[src/rtl/uart_tx_fifo.sv]
// uart_tx_fifo: software-fed byte queue that drains into the system UART.
// Bytes pushed through the TXDATA window are written one at a time to the
// UART TXDATA register (offset 0x0c). Each write waits for the UART tx-done
// pulse, or for a bounded timeout, before the next byte is offered.
//
// Handshake: u_we_o is a single-cycle write pulse carrying the head byte on
// u_data_o. No further pulse is issued until tx_done_i has been seen while in
// WAIT, or until the WAIT timeout expires. tx_done_i is a pulse; outside WAIT
// it is ignored. The FSM state is visible to software as STATUS.busy.
module uart_tx_fifo #(
  parameter int DEPTH   = 16,
  parameter int AW      = 4,
  parameter int TIMEOUT = 65535
) (
  input  logic        clk,
  input  logic        rst,
  input  logic [7:0]  waddr_i,
  input  logic [31:0] data_i,
  input  logic [3:0]  sel_i,
  input  logic        we_i,
  input  logic [7:0]  raddr_i,
  input  logic        rd_i,
  output logic [31:0] data_o,
  output logic [7:0]  u_waddr_o,
  output logic [31:0] u_data_o,
  output logic [3:0]  u_sel_o,
  output logic        u_we_o,
  input  logic        tx_done_i,
  output logic        irq_empty
);

  localparam logic [7:0]  ADDR_CTRL   = 8'h00;
  localparam logic [7:0]  ADDR_STATUS = 8'h04;
  localparam logic [7:0]  ADDR_TXDATA = 8'h08;
  localparam logic [7:0]  UART_TXDATA = 8'h0c;
  localparam logic [AW:0] DEPTH_CNT   = (AW+1)'(DEPTH);
  localparam logic [AW:0] CNT_ONE     = (AW+1)'(1);
  localparam logic [15:0] TMO_LAST    = 16'(TIMEOUT - 1);

  typedef enum logic [1:0] {
    ST_IDLE  = 2'd0,
    ST_ISSUE = 2'd1,
    ST_WAIT  = 2'd2
  } state_t;

  // storage and pointers
  logic [7:0]    mem [DEPTH];
  logic [AW-1:0] wr_ptr;
  logic [AW-1:0] rd_ptr;
  logic [AW:0]   count;

  // software-visible control/status
  logic ctrl_en;
  logic ctrl_irq;
  logic ovf;

  // drain FSM
  state_t      state;
  logic [15:0] tmo;

  // decoded strobes
  logic        reg_wr;
  logic        push_req;
  logic        flush;
  logic        ovf_clr;
  logic        full;
  logic        empty;
  logic        push_ok;
  logic        ovf_set;
  logic        pop;
  logic        start;
  logic        wait_exit;
  logic [31:0] status;
  logic [31:0] rdata;

  // Only byte lane 0 carries register content; the other bits are ignored.
  logic unused_bits;
  assign unused_bits = ^{data_i[31:8], sel_i[3:1]};

  // The UART target register and byte lane never change.
  assign u_waddr_o = UART_TXDATA;
  assign u_sel_o   = 4'b0001;

  // Bus write decode: all register writes need byte lane 0 enabled.
  always_comb begin
    reg_wr   = we_i & sel_i[0];
    push_req = reg_wr & (waddr_i == ADDR_TXDATA);
    flush    = reg_wr & (waddr_i == ADDR_CTRL) & data_i[1];
    ovf_clr  = reg_wr & (waddr_i == ADDR_STATUS) & data_i[2];
  end

  // Queue bookkeeping. Fullness is judged on the current count, so a push
  // landing on the same edge as a pop from a full queue is still dropped.
  // A flush drops any same-cycle push and does not count it as overflow.
  always_comb begin
    full      = (count == DEPTH_CNT);
    empty     = (count == '0);
    push_ok   = push_req & ~full & ~flush;
    ovf_set   = push_req & full & ~flush;
    pop       = (state == ST_ISSUE) & ~empty;
    start     = (state == ST_IDLE) & ctrl_en & ~empty & ~flush;
    wait_exit = (state == ST_WAIT) & (tx_done_i | (tmo == TMO_LAST));
  end

  // Byte storage; contents are don't-care until written, so no reset.
  always_ff @(posedge clk) begin
    if (push_ok) begin
      mem[wr_ptr] <= data_i[7:0];
    end
  end

  // Pointers and occupancy; flush empties the queue but leaves the FSM alone.
  always_ff @(posedge clk) begin
    if (rst) begin
      wr_ptr <= '0;
      rd_ptr <= '0;
      count  <= '0;
    end else if (flush) begin
      wr_ptr <= '0;
      rd_ptr <= '0;
      count  <= '0;
    end else begin
      if (push_ok) begin
        wr_ptr <= wr_ptr + 1'b1;
      end
      if (pop) begin
        rd_ptr <= rd_ptr + 1'b1;
      end
      case ({push_ok, pop})
        2'b10:   count <= count + CNT_ONE;
        2'b01:   count <= count - CNT_ONE;
        default: count <= count;
      endcase
    end
  end

  // CTRL register and sticky overflow flag (a new overflow wins over clear).
  always_ff @(posedge clk) begin
    if (rst) begin
      ctrl_en  <= 1'b0;
      ctrl_irq <= 1'b0;
      ovf      <= 1'b0;
    end else begin
      if (reg_wr && (waddr_i == ADDR_CTRL)) begin
        ctrl_en  <= data_i[0];
        ctrl_irq <= data_i[2];
      end
      if (ovf_set) begin
        ovf <= 1'b1;
      end else if (ovf_clr) begin
        ovf <= 1'b0;
      end
    end
  end

  // Drain FSM with registered UART strobe, data and empty interrupt.
  // IDLE -> ISSUE asserts u_we_o for exactly the ISSUE cycle; the head byte is
  // popped on the ISSUE -> WAIT edge. A reset abandons any byte in flight.
  always_ff @(posedge clk) begin
    if (rst) begin
      state     <= ST_IDLE;
      tmo       <= '0;
      u_we_o    <= 1'b0;
      u_data_o  <= '0;
      irq_empty <= 1'b0;
    end else begin
      u_we_o    <= 1'b0;
      irq_empty <= 1'b0;
      case (state)
        ST_IDLE: begin
          if (start) begin
            state    <= ST_ISSUE;
            u_we_o   <= 1'b1;
            u_data_o <= {24'h0, mem[rd_ptr]};
          end
        end
        ST_ISSUE: begin
          state <= ST_WAIT;
          tmo   <= '0;
        end
        ST_WAIT: begin
          if (wait_exit) begin
            state     <= ST_IDLE;
            irq_empty <= empty & ctrl_irq;
          end else begin
            tmo <= tmo + 16'd1;
          end
        end
        default: begin
          state <= ST_IDLE;
        end
      endcase
    end
  end

  // STATUS image: empty, full, ovf, busy, and the occupancy count at [AW+8:8].
  always_comb begin
    status         = '0;
    status[0]      = empty;
    status[1]      = full;
    status[2]      = ovf;
    status[3]      = (state != ST_IDLE);
    status[AW+8:8] = count;
  end

  // Read mux; flush is self-clearing so it always reads back 0.
  always_comb begin
    rdata = '0;
    case (raddr_i)
      ADDR_CTRL:   rdata = {29'd0, ctrl_irq, 1'b0, ctrl_en};
      ADDR_STATUS: rdata = status;
      default:     rdata = '0;
    endcase
  end

  // Registered read data, updated only on a read strobe.
  always_ff @(posedge clk) begin
    if (rst) begin
      data_o <= '0;
    end else if (rd_i) begin
      data_o <= rdata;
    end
  end

  // Occupancy can never exceed the queue depth.
  assert property (@(posedge clk) disable iff (rst) count <= DEPTH_CNT);

  // The UART write strobe is always a single-cycle pulse.
  assert property (@(posedge clk) disable iff (rst) u_we_o |=> !u_we_o);

endmodule

[config.mk]
export PLATFORM = sky130hd
export DESIGN_NAME = uart_tx_fifo
export DESIGN_NICKNAME = d
export VERILOG_FILES = /design/src/rtl/uart_tx_fifo.sv
export SDC_FILE = /design/constraint.sdc
export NUM_CORES = 1
export LEC_CHECK = 0
export ABC_AREA = 1
export ABC_CLOCK_PERIOD_IN_PS = 5100
export BUFFER_PORTS_ARGS = -buffer_cell sky130_fd_sc_hd__buf_4
export CAP_MARGIN = 20
export CORE_ASPECT_RATIO = 0.6
export CORE_UTILIZATION = 24
export DETAILED_ROUTE_END_ITERATION = 8
export REMOVE_ABC_BUFFERS = 1
export SYNTH_ARGS = -nofsm -noshare
export SYNTH_HDL_FRONTEND = slang
export SYNTH_SLANG_ARGS = --single-unit
[constraint.sdc]
create_clock -name clk -period 5.1 [get_ports clk]
set_input_delay 1.02 -clock clk [delete_from_list [all_inputs] [get_ports clk]]
set_output_delay 1.02 -clock clk [all_outputs]
set_load 0.05 [all_outputs]
* Yosys cells after proc, flatten, opt, wreduce, memory -nomap -nowiden *
Memory sizes are Yosys's and may differ from the RTL's. A register that Yosys moved wholly into a read port is not among the register bits.
Index checks and enable logic that the tools add are counted.

cells by class
  $add $sub $neg = 5
  eq/ne operators = 12
  multiplexer cells = 12
  bitwise operators = 23
  reduce and logical (&&, ||, !) cells = 15

operators by type and width
  operator                                              count
  case mux 16 bit (2 select lines)                      1
  case mux 13 bit (2 select lines)                      1
  adder 16 x 1 -> 16 bit (second input constant)        1
  bitwise AND 1 bit                                     16
  equality test 16 bit (second input constant)          1
  equality test 8 x 3 -> 1 bit (second input constant)  2
  zero test 8 bit                                       2
  2-to-1 mux 16 bit                                     1
  case mux 5 bit (2 select lines)                       1
  adder 4 x 1 -> 4 bit (second input constant)          2
  equality test 8 x 4 -> 1 bit (second input constant)  1
  nonzero test 2 bit                                    4
  != test 2 bit (second input constant)                 3
  NOT 1 bit                                             6
  case mux 2 bit (3 select lines)                       1
  AND reduction 2 bit                                   3
  adder 5 x 1 -> 5 bit (second input constant)          1
  equality test 5 bit (second input constant)           1
  zero test 5 bit                                       1
  2-to-1 mux 1 bit                                      5
  subtractor 5 x 1 -> 5 bit (second input constant)     1
  equality test 2 x 1 -> 1 bit (second input constant)  2
  equality test 2 bit (second input constant)           2
  2-to-1 mux 2 bit                                      2
  5 further kinds                                       6

storage, ports and cells
  register bits after elaboration = 68
  memory bits (writable) = 128
  output and inout port bits = 78
  logic and storage cells = 79
  memories = 1

memory list
  name  words  bits a word  rd ports  clocked after memory_dff  wr ports  RTL line  RTL
  mem   16     8            1         1                         1         47        logic [7:0] mem [DEPTH];

* Longest topological paths before layout *
Gate-level depths: netlist (run 1).

  depth after elaboration = 7
  gate-level depth with buffers = 15

* Worst setup path after synthesis (run 1) *
OpenSTA, ideal clock, no wires.

  path kind = input-to-reg
  from = input waddr_i[7]
  to = register count[4]
  setup time = 0.070 ns
  arrival time = 2.618 ns
  required time = 5.030 ns
  slack = 2.412 ns
  cell stages on the path = 15
  path buffers = 0
  path through = nor2_1 -> nand2_1 -> nor3_2 -> nand3_2 -> ha_1 -> xor2_1 -> ha_1 -> inv_1 -> nand2_1 -> nand3_1 -> nand2_1 -> nand2_1 -> nand2_1 -> nand2_1 -> a21oi_1

between the ends
  longest elaborated chain between the ends = 7

ends and longest elaborated chain
  item                                                                   RTL line  RTL
  start, declared                                                        17        input logic [7:0] waddr_i,
  zero test 8 bit                                                        88        flush = reg_wr & (waddr_i == ADDR_CTRL) & data_i[1];
  bitwise AND 1 bit (2 in a row)                                         88
  NOT 1 bit                                                              98        push_ok = push_req & ~full & ~flush;
  bitwise AND 1 bit                                                      98
  equality test 2 x 1 -> 1 bit or equality test 2 bit (tied branches)    129       case ({push_ok, pop})
  case mux 5 bit (2 select lines) or nonzero test 2 bit (tied branches)  --
  end signal, assigned                                                   130       2'b10: count <= count + CNT_ONE;
  end signal, assigned                                                   131       2'b01: count <= count - CNT_ONE;
  end signal, assigned                                                   132       default: count <= count;
  end, declared                                                          50        logic [AW:0] count;

Several ways; a longest one is shown, not always the timed one.
A chain may end at the register's enable or synchronous reset.

* Worst setup path after layout (run 1) *
  from = input waddr_i[5]
  to = register count[4]

The elaborated chain is that of the path after synthesis.

==> results.toml, run 1 <==
[run_status]
status = "finished, final reports clean"

[die]
die_x_um = 246
num_rows = 53
die_h_um = 148
dieArea_sq_um = 36400
start_util_pct = 24.4
ios = 135
core_region_area_sq_um = 35100

[sta]
rsz0062_at_grt = "false"
slew_violations = 0
hold_viol_final = 0
relSlewSlack_pct = 40.4
setup-violations-final = 0
min_period_over_period_pct = 55.3
tns_ns = 0
skew_ns = 0.0206
tightest_slew_ns = 0.891
layout_min_cycle_time_ns = 2.82
worst_slack_ns = 2.28
fmax_mhz = 354

[clock_tree]
post_cts_resized = 0
cts_setup_buffers = 0
cts_hold_buf = 0
htreeDepth = 4
clock-sinks = 181
clk_latency_ns = 0.45
numCtsBuffers = 17
path_clk_slew_ns = 0.07
root_buffer = "clkbuf_16"
cts_tree = "built"
cts_buffer_depth = 2

[final_layout]
antenna_cells = 0
drive_gt1_share_pct = 10.0
post-route-util_pct = 27.7
area_delta_synth_final_pct = 13.5
fin_nets = 1054

[placement]
post-place-ws_ns = 1.73
portBuffers = 48
gp_congestion = 0.854
dp_hpwl_um = 13700

[critical_path]
cpPeakStageDelay_ns = 0.35
cp-startpoint = "waddr_i[5]"
crit_fanout = 8
endpoint_kind = "flip-flop"
rrSetupSlack_ns = 2.54
path_cells = "buf_4 > nor2_1 > nand2_1 > nor3_2 > nand3_2 > ha_1 > ha_1 > inv_1 > o21bai_1 > inv_1 > nand2_1 > nand2_1 > nand2_1 > nand2_1 > a21oi_1"
reg2reg_depth = 14
crit_top_cell = "nand2_1"
rr_endpoint = "count[4]"
arrival_ns = 3.19
rr_startpoint = "count[0]"
critPathKind = "input pin to flip-flop"
critical_path_required_ns = 5.47
slowest_stage = "ha_1"
worstSetupStartpointType = "input pin"

[synth]
netlist_instances = 951
ys.warnings.count = 0
syn_area_sq_um = 8560
ys_types = 34
syn_avg_cell_area_sq_um = 9.00
ys_ff_latch = 181
synth_seq_area_share_pct = 57.3

[drt]
firstDrtPassIters = 5
num_vias = 6135
drtIter0Drc = 689
viasPerCell = 4.18
ant_nets = 0
drt-total-wl_um = 20100
routedWlPerCell_um = 13.7
drc = 0

[hold_path]
hp-start = "data_o[3]"
hold_class = "flip-flop to flip-flop"
min_to = "data_o[3]"
whs_path_depth = 2

[power]
leakage_nw = 3.78
p_per_area_nw_per_um2 = 315
ir_drop_v = 0.000246

[grt]
overflow = 0
grt_max_degree = 68
grt_pass1_wl_um = 31300
antenna_found_initial = 0
grt_pass1_vias = 5472
grt.total_usage_pct = 11.4

[flow_run]
maxCapViolCount = 0
synthesized netlist by cell type (all sizes together):
cell type | count | area share, %
a31oi | 1 | 0.073
nor3b | 1 | 0.088
a21boi | 1 | 0.088
o21ai | 42 | 2.5
conb | 2 | 0.088
o211ai | 1 | 0.088
nor2 | 133 | 6.1
inv | 72 | 3.2
nand3b | 1 | 0.088
nand3 | 92 | 5.5
ha | 11 | 1.6
nor3 | 7 | 0.66
clkbuf | 11 | 0.48
o21bai | 1 | 0.088
edfxtp | 128 | 45
clkinv | 3 | 0.13
a21oi | 31 | 1.8
xor2 | 8 | 0.82
dfxtp | 53 | 12
buf | 81 | 6.9
xnor2 | 4 | 0.41
nand2 | 259 | 11
nand4 | 6 | 0.44
a211oi | 2 | 0.18
logic make-up (layout without fill, tap and decap cells):
family | count (synthesis) | after routing | synth area share, %
AOI/OAI and AO/OA | 79 | 79 | 4.78
xor gates and xnor gates | 12 | 12 | 1.23
adders and majority gates | 11 | 11 | 1.61
buffers and inverters | 167 | 158 | 10.7
DFF | 181 | 181 | 57.3
other | 2 | 59 | 0.0878
and+or+nand+nor | 499 | 499 | 24.3
worst max path at each step:
stage / cells after the start / slack [ns] / endpoint
after detailed placement: 8 / 1.73 / mem[6][6]
after global placement: 8 / 1.85 / mem[0][4]
after global routing: 16 / 1.96 / count[4]
final: 15 / 2.28 / count[4]
after floorplan: 7 / 2.35 / u_data_o[0]
after CTS: 8 / 2.20 / mem[6][6]
per-layer routing:
metal	vias up	part of all wire [%]	global-route usage, %
li1	3056	-	-
met1	2883	52	17.7
met2	182	41	15.1
met3	14	6.8	3.43
met4	0	0.60	2.33
met5	-	0	0
sequential cells by signal, summed over array words and instances, names as in the netlist:
name / flops
wr_ptr: 4
rd_ptr: 4
ovf: 1
u_data_o: 8
state: 2
ctrl_irq: 1
ctrl_en: 1
u_we_o: 1
mem: 128
tmo: 16
data_o: 9
irq_empty: 1
count: 5
cell usage in the layout, fill, tap and decap left out, types with 2 or more instances in the layout:
cell	synthesis	layout
nor2_2	2	2
nor3_2	2	2
a211oi_1	2	2
nor2_4	2	2
nor2_1	129	129
nand3_2	2	2
inv_6	0	3
inv_1	66	67
buf_4	62	51
nand3_1	90	90
inv_8	0	2
nor3_1	4	4
edfxtp_1	128	128
nand2_2	3	3
o21ai_1	20	20
clkinv_1	3	3
conb_1	2	59
inv_2	6	6
a21oi_1	31	31
ha_1	11	11
xor2_1	8	8
xnor2_1	4	4
clkbuf_16	0	21
nand2_1	256	256
o21ai_0	22	22
dfxtp_1	53	52
clkinv_2	0	2
nand4_1	6	6
through the flow:
step	total power (W)	std cells	instance area, sq um	hold slack [ns]
4_1_cts	0.00309	1466	9710	0.471
3_3_place_gp	0.00175	1434	9110	0.457
5_1_grt	0.00316	1466	9710	0.491
2_1_floorplan	0.00171	916	8140	0.434
3_5_place_dp	0.00175	1434	9110	0.460
6_report	0.00306	1466	9710	0.469
critical path, delay by kind of cell:
kind / cells / cell delay (ns)
simple gates: 8 / 0.96
fa+ha+maj: 2 / 0.69
compound gates: 2 / 0.27
buf+inv: 3 / 0.26
report_power, final:
group / switching, W / leakage (nW) / internal (W)
Clock: 0.000589 / 0.307 / 0.000750
Sequential: 0.000000278 / 1.58 / 0.00157
Combinational: 0.000134 / 1.89 / 0.0000178
area by class of cell:
type                            count  area, sq um
Clock buffer                       22          529
Clock inverter                     10         77.6
Fill cell                        3650        25400
Inverter                           75          282
Multi-Input combinational cell    660         2950
Sequential cell                   181         4910
Tap cell                          467          584
Timing Repair Buffer               51          383
No activity file was read; power rests on OpenSTA's default activity.
==> run 2, diff against run 1 <==
- ABC_CLOCK_PERIOD_IN_PS: 5100 -> 2650
- clock period: 5.1 -> 2.65 ns (I/O delays scaled with it)
==> results.toml, run 2 (synthesized netlist as in run 1, its figures left out) <==
[power]
p_sw_share_pct = 24.2
leakage_nw = 3.86
pwr-share-seq_pct = 52.5
intPower_w = 0.00436
p_per_area_nw_per_um2 = 585
p_comb_share_pct = 5.2
switchingPower_w = 0.00139
ir_drop_v = 0.000313
p_clk_share_pct = 42.3

[grt]
grt_pass1_vias = 5557
overflow = 0
grt_pass1_wl_um = 32200
grt.total_usage_pct = 11.7
antenna_found_initial = 0
grt_max_degree = 68

[sta]
skew_ns = 0.0121
hold_ws_ns = 0.365
tns_ns = 0
slew_violations = 0
fmax_mhz = 420
hold_viol_final = 0
min_period_over_period_pct = 89.8
rsz0062_at_grt = "false"
tightest_slew_ns = 0.760
relSlewSlack_pct = 49.3
worst_slack_ns = 0.272
layout_min_cycle_time_ns = 2.38
setup-violations-final = 0

[clock_tree]
cts_setup_buffers = 0
clock-sinks = 181
path_clk_slew_ns = 0.07
cts_buffer_depth = 2
cts_hold_buf = 0
cts_tree = "built"
htreeDepth = 4
root_buffer = "clkbuf_16"
post_cts_resized = 0
numCtsBuffers = 17
clk_latency_ns = 0.45

[die]
dieArea_sq_um = 36400
start_util_pct = 24.4
core_region_area_sq_um = 35100
die_h_um = 148
ios = 135
die_x_um = 246
num_rows = 53

[placement]
dp_hpwl_um = 14200
post-place-ws_ns = 0.115
placed_area_sq_um = 9280
gp_congestion = 0.819
portBuffers = 48

[drt]
firstDrtPassIters = 6
drt-total-wl_um = 20800
num_vias = 6146
viasPerCell = 4.13
routedWlPerCell_um = 14.0
ant_nets = 0
drc = 0
drtIter0Drc = 587

[final_layout]
largest-register = "mem"
fin_area_sq_um = 9840
final_cell_mix = "nand2_1 (255), nor2_1 (129), edfxtp_1 (128), nand3_1 (90), buf_4 (72)"
fin_nets = 1076
multi_input_area_sq_um = 2950
final_common_cell = "nand2_1"
nFillCells = 3689
area_delta_synth_final_pct = 15.0
post-route-util_pct = 28.1
top_regs = "mem: 128 flops, tmo: 16 flops, data_o: 9 flops"
regArea_sq_um = 4910
largest_register_ffs = 128
antenna_cells = 0
drive_gt1_share_pct = 12.0

[critical_path]
critPathKind = "flip-flop to flip-flop"
crit_fanout = 6
arrival_ns = 2.75
rrSetupSlack_ns = 0.27
endpoint_kind = "flip-flop"
reg2reg_depth = 15
critical_path_required_ns = 3.02
worstSetupStartpointType = "flip-flop"

[run_status]
status = "finished, final reports clean"

[hold_path]
hold_class = "input pin to flip-flop"
whs_path_depth = 3

[flow_run]
maxCapViolCount = 0
run 2: path summary, 6_finish.rpt:
path,startpoint,to
hold / removal,rd_i,data_o[2]
setup reg to reg,count[0],count[4]
hold reg to reg,data_o[12],data_o[12]
setup / recovery,count[0],count[4]
run 2: layout make-up:
| class | count | area share, % |
|---|---|---|
| clock buffers | 18 | 4.36 |
| clock inverters | 14 | 1.28 |
| inverters | 75 | 2.86 |
| multi-input cells | 660 | 30.0 |
| flip-flops and latches | 181 | 49.8 |
| well taps | 467 | 5.94 |
| repair buffers | 73 | 5.70 |
run 2: metal layers:
layer | up-vias | track usage [%] | part of all wire (%)
li1 | 3104 | - | -
met1 | 2849 | 17.9 | 52
met2 | 167 | 15.5 | 40
met3 | 26 | 3.23 | 6.6
met4 | 0 | 3.70 | 1.6
met5 | - | 0 | 0
run 2: metrics by stage:
stage / total power, W / cells
floorplan: 0.00329 / 916
global placement: 0.00338 / 1456
detailed placement: 0.00338 / 1456
CTS: 0.00580 / 1488
global route: 0.00592 / 1488
finish: 0.00575 / 1488
run 2: critical path, stage by stage, from the launching register on:
cell and delay [ns]:
dfxtp_1 0.37, nor2_1 0.20, nand4_1 0.21, nand2_2 0.19
inv_1 0.12, ha_1 0.28, xor2_1 0.21, ha_1 0.17
inv_1 0.03, nand2_1 0.09, nand3_1 0.10, nand2_1 0.08
nand2_1 0.04, nand2_1 0.05, nand2_1 0.04, a21oi_1 0.11
run 2: power by group through the flow:
stage / logic, W / clock network [W] / registers (W)
floorplan: 0.000200 / 0 / 0.00309
global placement: 0.000294 / 0 / 0.00308
detailed placement: 0.000297 / 0 / 0.00308
CTS: 0.000297 / 0.00248 / 0.00302
global route: 0.000316 / 0.00258 / 0.00302
finish: 0.000297 / 0.00244 / 0.00302
